===== src/rtl/seven_seg_capture.sv =====
// seven_seg_capture: rebuilds the four digits shown on a multiplexed,
// active-low seven-segment display. A pattern is captured once it has been
// stable for SETTLE_CYCLES sampled cycles. A frame is published after all four
// slots have been captured.
// Build option: define CAPTURE_HEX_EN to also decode the letters A..F.
module seven_seg_capture #(
  parameter int SETTLE_CYCLES = 4,
  parameter int TIMEOUT       = 1024
) (
  input  logic        clk,
  input  logic        btnR,
  input  logic [6:0]  seg,
  input  logic [3:0]  an,
  output logic [15:0] digits,
  output logic [3:0]  blank,
  output logic        frame_err,
  output logic        frame_valid,
  output logic        stale
);

  localparam int         TW     = $clog2(TIMEOUT + 1);
  localparam logic [7:0] SET8   = 8'(SETTLE_CYCLES);
  localparam logic [TW-1:0] TO_MAX = TW'(TIMEOUT);

  logic [6:0]    s_seg_q, s_seg_d;
  logic [3:0]    s_an_q, s_an_d;
  logic [10:0]   prev_q, prev_d;
  logic [7:0]    cnt_q, cnt_d;
  logic [3:0]    seen_q, seen_d;
  logic [15:0]   shadow_q, shadow_d;
  logic [3:0]    sh_blank_q, sh_blank_d;
  logic [3:0]    sh_err_q, sh_err_d;
  logic [15:0]   digits_q, digits_d;
  logic [3:0]    blank_q, blank_d;
  logic          frame_err_q, frame_err_d;
  logic          frame_valid_q, frame_valid_d;
  logic [TW-1:0] to_cnt_q, to_cnt_d;

  logic          valid;
  logic          same;
  logic          capture;
  logic [1:0]    slot;
  logic [5:0]    dec;

  // Returns {err, blank, value} for one active-low segment pattern.
  function automatic logic [5:0] decode(input logic [6:0] p);
    case (p)
      7'h40:   decode = {2'b00, 4'h0};
      7'h79:   decode = {2'b00, 4'h1};
      7'h24:   decode = {2'b00, 4'h2};
      7'h30:   decode = {2'b00, 4'h3};
      7'h19:   decode = {2'b00, 4'h4};
      7'h12:   decode = {2'b00, 4'h5};
      7'h02:   decode = {2'b00, 4'h6};
      7'h78:   decode = {2'b00, 4'h7};
      7'h00:   decode = {2'b00, 4'h8};
      7'h10:   decode = {2'b00, 4'h9};
      7'h7F:   decode = {2'b01, 4'h0};
`ifdef CAPTURE_HEX_EN
      7'h08:   decode = {2'b00, 4'hA};
      7'h03:   decode = {2'b00, 4'hB};
      7'h46:   decode = {2'b00, 4'hC};
      7'h21:   decode = {2'b00, 4'hD};
      7'h06:   decode = {2'b00, 4'hE};
      7'h0E:   decode = {2'b00, 4'hF};
`endif
      default: decode = {2'b10, 4'h0};
    endcase
  endfunction

  // Next-state logic: input sampling, settle counting, capture, publish and timeout.
  always_comb begin
    s_seg_d       = seg;
    s_an_d        = an;
    prev_d        = {s_an_q, s_seg_q};
    cnt_d         = cnt_q;
    seen_d        = seen_q;
    shadow_d      = shadow_q;
    sh_blank_d    = sh_blank_q;
    sh_err_d      = sh_err_q;
    digits_d      = digits_q;
    blank_d       = blank_q;
    frame_err_d   = frame_err_q;
    frame_valid_d = 1'b0;
    to_cnt_d      = to_cnt_q;
    valid         = 1'b1;
    slot          = 2'd0;
    capture       = 1'b0;
    dec           = decode(s_seg_q);

    case (s_an_q)
      4'b1110: slot = 2'd0;
      4'b1101: slot = 2'd1;
      4'b1011: slot = 2'd2;
      4'b0111: slot = 2'd3;
      default: valid = 1'b0;
    endcase

    // A zero count means there is no valid pattern to continue.
    same = ({s_an_q, s_seg_q} == prev_q) && (cnt_q != 8'd0);

    if (!valid) begin
      cnt_d = 8'd0;
    end else if (same) begin
      if (cnt_q != SET8) begin
        cnt_d   = cnt_q + 8'd1;
        capture = ((cnt_q + 8'd1) == SET8);
      end
    end else begin
      cnt_d   = 8'd1;
      capture = (SET8 == 8'd1);
    end

    // The publish logic runs first so that a capture in the same cycle lands in the next frame.
    if (seen_q == 4'hF) begin
      digits_d      = shadow_q;
      blank_d       = sh_blank_q;
      frame_err_d   = |sh_err_q;
      frame_valid_d = 1'b1;
      seen_d        = 4'h0;
      sh_err_d      = 4'h0;
    end

    if (capture) begin
      shadow_d[{slot, 2'b00} +: 4] = dec[3:0];
      sh_blank_d[slot]             = dec[4];
      sh_err_d[slot]               = dec[5];
      seen_d[slot]                 = 1'b1;
    end

    if (frame_valid_q) begin
      to_cnt_d = '0;
    end else if (to_cnt_q != TO_MAX) begin
      to_cnt_d = to_cnt_q + TW'(1);
    end
  end

  // State registers with synchronous reset.
  always_ff @(posedge clk) begin
    if (btnR) begin
      s_seg_q       <= '0;
      s_an_q        <= '0;
      prev_q        <= '0;
      cnt_q         <= '0;
      seen_q        <= '0;
      shadow_q      <= '0;
      sh_blank_q    <= '0;
      sh_err_q      <= '0;
      digits_q      <= '0;
      blank_q       <= '0;
      frame_err_q   <= 1'b0;
      frame_valid_q <= 1'b0;
      to_cnt_q      <= '0;
    end else begin
      s_seg_q       <= s_seg_d;
      s_an_q        <= s_an_d;
      prev_q        <= prev_d;
      cnt_q         <= cnt_d;
      seen_q        <= seen_d;
      shadow_q      <= shadow_d;
      sh_blank_q    <= sh_blank_d;
      sh_err_q      <= sh_err_d;
      digits_q      <= digits_d;
      blank_q       <= blank_d;
      frame_err_q   <= frame_err_d;
      frame_valid_q <= frame_valid_d;
      to_cnt_q      <= to_cnt_d;
    end
  end

  assign digits      = digits_q;
  assign blank       = blank_q;
  assign frame_err   = frame_err_q;
  assign frame_valid = frame_valid_q;
  assign stale       = (to_cnt_q == TO_MAX);

endmodule


===== config.mk =====
export PLATFORM = sky130hd
export DESIGN_NAME = seven_seg_capture
export DESIGN_NICKNAME = d
export VERILOG_FILES = /design/src/rtl/seven_seg_capture.sv
export SDC_FILE = /design/constraint.sdc
export NUM_CORES = 1
export LEC_CHECK = 0
export CAP_MARGIN = 20
export CORE_ASPECT_RATIO = 0.9
export CORE_MARGIN = 2
export CORE_UTILIZATION = 50
export DETAILED_ROUTE_END_ITERATION = 12
export GPL_ROUTABILITY_DRIVEN = 1
export PLACE_DENSITY = 0.68
export SLEW_MARGIN = 5
export SYNTH_ARGS = -nofsm -noshare
export SYNTH_HDL_FRONTEND = slang
export SYNTH_SLANG_ARGS = --single-unit

===== constraint.sdc =====
create_clock -name clk -period 2.7 [get_ports clk]
set_input_delay 0.405 -clock clk [delete_from_list [all_inputs] [get_ports clk]]
set_output_delay 0.405 -clock clk [all_outputs]
set_load 0.01 [all_outputs]

* Yosys cells after proc, flatten, opt, wreduce, memory -nomap -nowiden *
Index checks and enable logic that the tools add are counted.

word-level totals
  input port bits = 13
  memory bits (writable) = 0
  memories = 0
  logic and storage cells = 72
  bits in read-only memories = 0
  output and inout port bits = 23
  register bits = 91
  bits in latches = 0

operators by class
  bitwise operators = 3
  multiply operators = 0
  magnitude comparators = 2
  mux-type cells = 18
  eq/ne operators = 21
  $add $sub $neg = 3
  shift operators = 2
  reduce and logical (&&, ||, !) cells = 9
  divide/modulo/power cells = 0

operator list
  kind                                                   number
  case mux 6 bit (11 select lines)                       1
  equality test 7 bit (second input constant)            4
  equality test 7 x 5 -> 1 bit (second input constant)   3
  bitwise mux 16 bit                                     1
  equality test 4 bit (second input constant)            4
  2-to-1 mux 4 bit                                       4
  variable shift 4 x 6 -> 16 bit (first input constant)  1
  variable part select 4 x 6 -> 16 bit                   1
  equality test 7 x 6 -> 1 bit (second input constant)   2
  adder 11 x 1 -> 11 bit (second input constant)         1
  equality test 11 bit                                   1
  equality test 11 bit (second input constant)           1
  != test 11 bit (second input constant)                 1
  adder 8 x 1 -> 8 bit (second input constant)           1
  bitwise mux 4 bit                                      2
  equality test 8 x 3 -> 1 bit (second input constant)   1
  2-to-1 mux 1 bit                                       8
  != test 8 x 3 -> 1 bit (second input constant)         1
  nonzero test 8 bit                                     1
  OR reduction 4 bit                                     2
  equality test 7 x 2 -> 1 bit (second input constant)   1
  zero test 7 bit                                        1
  negation 4 -> 6 bit                                    1
  case mux 2 bit (3 select lines)                        1
  10 further kinds                                       13

* Longest topological paths before layout *
Gate-level depths: netlist of run 1.

  depth in word-level cells = 8
  mapped depth = 9
  gate-level depth less buffers = 7

* Least setup slack after synthesis of run 1 *
Ideal clock, no wire load.

  path type = reg2reg
  from = register s_an_q[1]
  to = register shadow_q[15]
  setup time = 70 ps
  required time = 2630 ps
  cell stages (with the launch flop) = 7
  data arrival time = 2136 ps
  path buffers = 0
  period minus slack after synthesis = 2206 ps
  setup slack = 494 ps
  cells stage by stage = dfxtp_1 > xor2_1 > nand3_1 > ha_1 > or4b_1 > or4_1 > a21oi_1

between the ends
  cells in the longest elaborated chain, start to end = 5
  elaborated cells between the ends (all ways) = 15
  classes of those cells = add/sub: 1; eq/ne: 5; shift: 2; mux: 5; reduce/logical: 2

RTL lines
  what                                                                                           line  text
  from (decl)                                                                                    26    logic [3:0] s_an_q, s_an_d;
  from (signal assigned)                                                                         156   s_an_q <= s_an_d;
  equality test 4 x 3 -> 1 bit / equality test 4 bit (equally long branches)                     91    case (s_an_q)
  case mux 2 bit (3 select lines)                                                                91
  negation 4 -> 6 bit                                                                            125   shadow_d[{slot, 2'b00} +: 4] = dec[3:0];
  variable part select 4 x 6 -> 16 bit / variable shift 4 x 6 -> 16 bit (equally long branches)  125
  bitwise mux 16 bit                                                                             125
  to (signal assigned)                                                                           160   shadow_q <= shadow_d;
  to (decl)                                                                                      30    logic [15:0] shadow_q, shadow_d;

Several ways; a longest one is shown, not always the timed one.
A chain may end at the register's enable or synchronous reset.

* Worst setup path after layout of run 1 *
  from = register to_cnt_q[6]
  to = output stale

between the ends
  cells in the longest elaborated chain, start to end = 1

RTL lines
  what                    line  text
  from (decl)             37    logic [TW-1:0] to_cnt_q, to_cnt_d;
  from (signal assigned)  167   to_cnt_q <= to_cnt_d;
  equality test 11 bit    175   assign stale = (to_cnt_q == TO_MAX);
  to (decl)               18    output logic stale

No other way between the ends.

==> summary.md, run 1 <==
| Metric | Value |
|---|---|
| Main flop type after synthesis | dfxtp_1 |
| Final Skew | 0.0173 ns |
| Drt total wl | 7400 um |
| Switch share | 23.0% |
| Die Ht | 88.4 um |
| Routability cong. | 0.798 |
| Gr usage total | 17.7% |
| Clk sinks | 91 |
| DRC violations left | 0 |
| # H-tree levels | 3 |
| Average vias per placed instance | 5.25 |
| Run status | finished, final reports clean |
| RSZ-0062 raised after global routing | no |
| Placed Cells | 560 |
| Final cell count without fillers | 576 |
| Internal power | ~1.9 mW |
| Hold Crit Depth | 2 |
| Final Hold Violating Endpoints | 0 |
| Highest Clock Rate | approximately 430 MHz |
| Hold_buf cts | 0 |
| Clock root buffer | clkbuf_8 |
| Fin crit period | 2.35 ns |
| Dpl hpwl | 5170 um |
| DRT iter0 DRCs | around 110 |
| Worst skew pair latency | 0.37 ns |
| Final Cycle Share | 87.0% |
| Post-synth EDFFs | 0 |
| Crit-path max FO | 5 |
| Final nets | 499 |
| Total gr overflow | 0 |
| I/O Buffers | 35 |
| Vias in the first global route | between 2000 and 3000 |
| Area growth from synthesis to layout | 15.5% |
| Crit path arrival time | 1.95 ns |
| Critical Path RT | approximately 2.3 ns |
| Pwr/cell area | roughly 550 nW/um2 |
| Clock-pin slew on the worst setup and hold paths | 0.10 ns |
| CTS tree | built |
| Final instance area | approximately 4600 um2 |
| Flop-to-flop setup slack | roughly 0.36 ns |
| Clock power frac | 40.3% |
| Inserted Clock Buffers | 9 |
| Worst slew margin | 43.2% |
| R2R depth | 5 |
| Ys Warns | 0 |
| TNS Setup | 0 ns |
| Syn nets | 474 |
| P_leak | ~1.8 nW |
| Die Span X | 97.8 um |
| Netlist Area Pre-Place | approximately 4000 um2 |
| Ys async rst share | 0% |
| Via count | 3022 |
| Post-Syn Instances | 450 |
| Max-slew violation count | 0 |
| Unique masters post-synth | 47 |
| Die Area | 8650 um2 |
| Site row count | 30 |
| Total setup buffers inserted after CTS | 0 |
| Maximum number of pins on one net before global-route repair | 37 |
| ANT cells | 0 |
| Peak VDD IR | 0.000382 V |
| Placeable Area | 7620 um2 |
| CTS max path bufs | 2 |
| Net switching power | 581 uW |
| Sequential power share | between 50% and 60% |
| Post-DP Area | between 4000 and 5000 um2 |
| Starting Density | about 52% |
| HP Class | reg2reg |
| First-pass GRT wire length | 12300 um |
| DRT antenna net count | 0 |
| Seq cells post-synth | 91 |
| Avg Inst Size Synth | approximately 9 um2 |
| WL/cell | ~13 um |
| Final setup violating endpoints | 0 |
| Post-cts gate resize count | 0 |
| CP Launch Type | flop |
| Crit path capture type | primary output |
| Max cap viols | 0 |
| Proportion of layout cells with a drive suffix above 1 | approximately 6.3% |
| TritonRoute pass-1 iters | 4 |
| Worst-Margin Slew | 0.844 ns |
| IO Count | 36 |
| Critical setup path kind | reg2out |
| Initial antenna violation count | 0 |
| Combinational power share | 4.9% |
| Sequential fraction of the synthesis area | 46.0% |
-- placed cells by master (no fill, tap or decap), types with 2 or more instances in the layout --
master           netlist  routed
inv_1                 10      10
clkdlybuf4s50_1        0      34
nor4b_1                3       3
nand4b_1               2       2
o21ai_0                3       3
or4_1                  3       3
clkinvlp_4             0       3
o31ai_1                3       3
or2_2                  4       4
nor3b_1                2       2
nand2_1               93      93
clkbuf_8               0       9
and4_1                 6       6
nor3_1                 4       4
a31oi_1                2       2
nand4_1                5       5
nor2b_1               22      22
nor2_1                28      28
buf_4                  1       6
nor4_1                 5       5
ha_1                  11      11
and4b_1                2       2
and3_1                 7       7
bufinv_16              0       2
xor2_1                24      24
inv_6                  0       2
mux2i_1               23      23
a21oi_1               30      30
o21a_1                 2       2
or4b_1                 2       2
dfxtp_1               91      91
nand3_1               16      16
xnor2_1                6       6
-- kinds of logic (layout without fill, tap and decap cells) --
group	Yosys count	count (layout)	synth area share, %
AO/OA/AOI/OAI	47	47	7.11
XOR/XNOR	30	30	6.63
adder cells (fa/ha/maj)	11	11	3.47
buffers and inverters	37	67	3.98
flip-flops	91	91	46.0
multiplexers	23	23	5.81
AND/OR/NAND/NOR	211	211	27.0
-- layer usage --
layer,vias to the layer above,GRT usage [%],wire [um]
li1,1567,-,-
met1,1387,22.1,3600
met2,57,29.7,3400
met3,11,5.13,300
met4,0,6.19,104
met5,-,0,0
-- synthesized netlist by cell type, drive strengths merged, types with 7 or more instances --
cell type	number	area [um2]
a21oi	30	150
and3	7	43.8
buf	8	47.5
clkbuf	19	72.6
dfxtp	91	1820
ha	11	138
inv	10	37.5
mux2i	23	230
nand2	93	349
nand3	16	80.1
nor2	28	105
nor2b	22	138
xor2	24	210
-- power groups by stage --
stage,clock (mW),sequential (mW),combinational (mW)
CTS,1.05,1.38,0.125
floorplan,0,1.41,0.0966
global placement,0,1.42,0.122
finish,1.02,1.38,0.125
global route,1.10,1.39,0.141
detailed placement,0,1.42,0.125
-- final timing paths --
path	to	startpoint
worst max-delay path	stale	to_cnt_q[6]
worst min-delay path	digits[12]	shadow_q[12]
worst max register to register	sh_err_q[2]	s_seg_q[4]
worst min register to register	digits[12]	shadow_q[12]
-- registers in the layout, summed over array words and instances (netlist names), 4 cells and up --
| signal | flops |
|---|---|
| seen_q | 4 |
| sh_blank_q | 4 |
| prev_q | 11 |
| to_cnt_q | 11 |
| shadow_q | 16 |
| cnt_q | 8 |
| s_seg_q | 7 |
| blank | 4 |
| digits | 16 |
| sh_err_q | 4 |
| s_an_q | 4 |
-- worst max-delay path: stages, from the launching register on --
cell,delay (ns)
dfxtp_1,0.36
nor4_1,0.29
and4_1,0.36
clkdlybuf4s50_1,0.58
-- per-stage QoR --
stage	utilization [%]	worst slack [ns]	hold WS (ns)	power [mW]
after floorplan	-	0.494	0.432	1.50
after global placement	57.1	0.418	0.436	1.54
after detailed placement	57.1	0.395	0.445	1.54
after CTS	60.0	0.305	0.449	2.56
after global routing	60.0	0.205	0.473	2.63
final	60.0	0.350	0.440	2.53
-- cell type report --
cell class	count	area (um2)
repair buffers	41	390
clock buffers	9	124
inverters	10	37.5
multi-input cells	322	1980
well taps	96	120
fillers	672	3040
flip-flops and latches	91	1820
clock inverters	7	100
(Power assumes the default switching activity.)
==> run 2: changes to the inputs <==
- CORE_UTILIZATION: 50 -> 57
- PLACE_DENSITY: 0.68 -> 0.76
==> run 2 against run 1 <==
First-iteration DRC count up 1.8%. Global-route usage increased by 3.0 points. Clock power decreased by 9.9%. Worst hold slack improved by 0.012 ns. Sequential share of layout area grew 0.31 points. Routed wire length increased by 0.34%. Worst setup slack worse by 0.11 ns. Critical endpoint is now sh_err_q[2]. Largest power group unchanged. Highest routed layer unchanged.
==> summary.md, run 2 (synthesis gave the netlist of run 1 again) <==
| Metric | Value |
|---|---|
| Switch share | 23.8% (+0.82 points) |
| Crit path arrival time | 2.75 ns (+0.80 ns) |
| Net switching power | 578 uW (-0.47%) |
| WL/cell | 13.0 um (+1.6%) |
| Sum of buffers and inverters on the critical path | 0 (-1) |
| IO Count | 36 (unchanged) |
| Via count | 3083 (+2.0%) |
| Max cap viols | 0 (unchanged) |
| Routability cong. | 0.812 (+1.8%) |
| Placeable Area | 6660 um2 (-13%) |
| Inserted Clock Buffers | 9 (unchanged) |
| Highest Clock Rate | 407 MHz (-4.4%) |
| Hold_buf cts | 0 (unchanged) |
| Clk sinks | 91 (unchanged) |
| Max incr delay on CP | 0.62 ns (+0.04 ns) |
| Critical-path cell list | xor2_1 -> nor4_1 -> and4b_1 -> and4_1 -> mux2i_1 |
| Sequential power share | 57.2% (+2.4 points) |
| Worst skew pair latency | 0.36 ns (about the same) |
| Total setup buffers inserted after CTS | 0 (unchanged) |
| Starting Density | 59.5% (+7.5 points) |
| CTS tree | built |
| # H-tree levels | 3 (unchanged) |
| P_leak | 1.74 nW (-0.86%) |
| Peak VDD IR | 0.000397 V (+3.9%) |
| Die Ht | 83.1 um (-6.1%) |
| ANT cells | 0 (unchanged) |
| Internal power | 1.85 mW (-4.9%) |
| Crit path capture type | flop |
| Critical setup path kind | reg2reg |
| Final nets | 498 (-0.20%) |
| DRT iter0 DRCs | 111 (+1.8%) |
| Max-slew violation count | 0 (unchanged) |
| Site row count | 28 (-6.7%) |
| Area growth from synthesis to layout | 14.6% |
| Critical Path RT | 2.99 ns (+0.69 ns) |
| Flop-to-flop setup slack | 0.24 ns (-0.12 ns) |
| Final Cycle Share | 91.0% (+4.0 points) |
| DRT antenna net count | 0 (unchanged) |
| Drt total wl | 7420 um (+0.34%) |
| Post-DP Area | 4340 um2 (-0.34%) |
| Largest delay share family, worst path | simple AND/OR/NAND/NOR gates |
| DRC violations left | 0 (unchanged) |
| Worst-Margin Slew | 0.767 ns (-0.0773 ns) |
| Maximum number of pins on one net before global-route repair | 42 (+14%) |
| CP Launch Type | flop |
| Fin crit period | 2.46 ns (+0.108 ns) |
| Most frequent cells in the layout | nand2_1 (93), dfxtp_1 (91), clkdlybuf4s50_1 (34) |
| HP Class | reg2reg |
| Worst slew margin | 48.9% (+5.6 points) |
| CTS max path bufs | 2 (unchanged) |
| Combinational power share | 5.0% (about the same) |
| First-pass GRT wire length | 12900 um (+4.7%) |
| Run status | finished, final reports clean |
| Clock root buffer | clkbuf_8 |
| Proportion of layout cells with a drive suffix above 1 | 6.26% (+0.013 points) |
| Fillcell total | 559 (-17%) |
| Commonest non-fill, non-tap cell in the layout | nand2_1 |
| Average vias per placed instance | 5.42 (+3.3%) |
| TritonRoute pass-1 iters | 4 (unchanged) |
| Final Skew | 0.00625 ns (-0.0110 ns) |
| Total gr overflow | 0 (unchanged) |
| Initial antenna violation count | 0 (unchanged) |
| Crit-path max FO | 12 (+7) |
| Die Area | 7630 um2 (-12%) |
| Final instance area | 4540 um2 (-0.77%) |
| Gr usage total | 20.7% (+3.0 points) |
| Pwr/cell area | 535 nW/um2 (-3.2%) |
| Post-place setup slack | 0.255 ns (-0.140 ns) |
| I/O Buffers | 35 (unchanged) |
| Clock-pin slew on the worst setup and hold paths | 0.09 ns (about the same) |
| Final setup violating endpoints | 0 (unchanged) |
| Vias in the first global route | 2843 (+4.5%) |
| RSZ-0062 raised after global routing | no |
| TNS Setup | 0 ns (unchanged) |
| Crit-path slowest cell | dfxtp_1 |
| Fin worst setup slack | 0.242 ns (-0.108 ns) |
| Clock power frac | 37.8% (-2.5 points) |
| Final Hold Violating Endpoints | 0 (unchanged) |
| Dpl hpwl | 5270 um (+1.9%) |
| Overall power | 2.43 mW (-3.9%) |
| Post-cts gate resize count | 0 (unchanged) |
| Die Span X | 91.9 um (-6.1%) |
[run 2: through the flow]
step / util, % / cells / hold WS (ns)
2_1_floorplan: - / 450 / 0.432
3_3_place_gp: 65.2 / 553 / 0.443
3_5_place_dp: 65.2 / 553 / 0.444
4_1_cts: 68.1 / 569 / 0.457
5_1_grt: 68.2 / 569 / 0.469
6_report: 68.2 / 569 / 0.452
[run 2: tightest hold or removal path, delay by kind of cell, from the launching register on]
family | cells | cell delay [ns]
DFF | 1 | 0.31
and+or+nand+nor | 1 | 0.05
AOI/OAI and AO/OA | 1 | 0.05
[run 2: cell type report]
cell class	instances	area [um2]	share of cell area, %
inverters	10	37.5	0.827
flip-flops and latches	91	1820	40.1
multi-input cells	322	1990	43.8
well taps	90	113	2.48
repair buffers	40	383	8.43
clock buffers	9	124	2.73
clock inverters	7	75.1	1.65
[run 2: metal layers]
metal / vias to the layer above / wire (um) / track usage [%]
li1: 1567 / - / -
met1: 1442 / 3390 / 26.1
met2: 67 / 3600 / 34.5
met3: 7 / 342 / 6.08
met4: 0 / 95 / 5.56
met5: - / 0 / 0
[run 2: worst paths after layout]
path / start / endpoint / depth (start not counted)
worst min register to register: frame_err / frame_err / 2
worst min-delay path: frame_err / frame_err / 2
worst max register to register: s_seg_q[5] / sh_err_q[2] / 5
worst max-delay path: s_seg_q[5] / sh_err_q[2] / 5
[run 2: power groups by stage]
| stage | Sequential [mW] | Combinational [mW] | Clock (mW) |
|---|---|---|---|
| detailed placement | 1.42 | 0.121 | 0 |
| finish | 1.39 | 0.121 | 0.919 |
| global placement | 1.42 | 0.117 | 0 |
| floorplan | 1.41 | 0.0966 | 0 |
| CTS | 1.39 | 0.121 | 0.941 |
| global route | 1.39 | 0.135 | 1.00 |
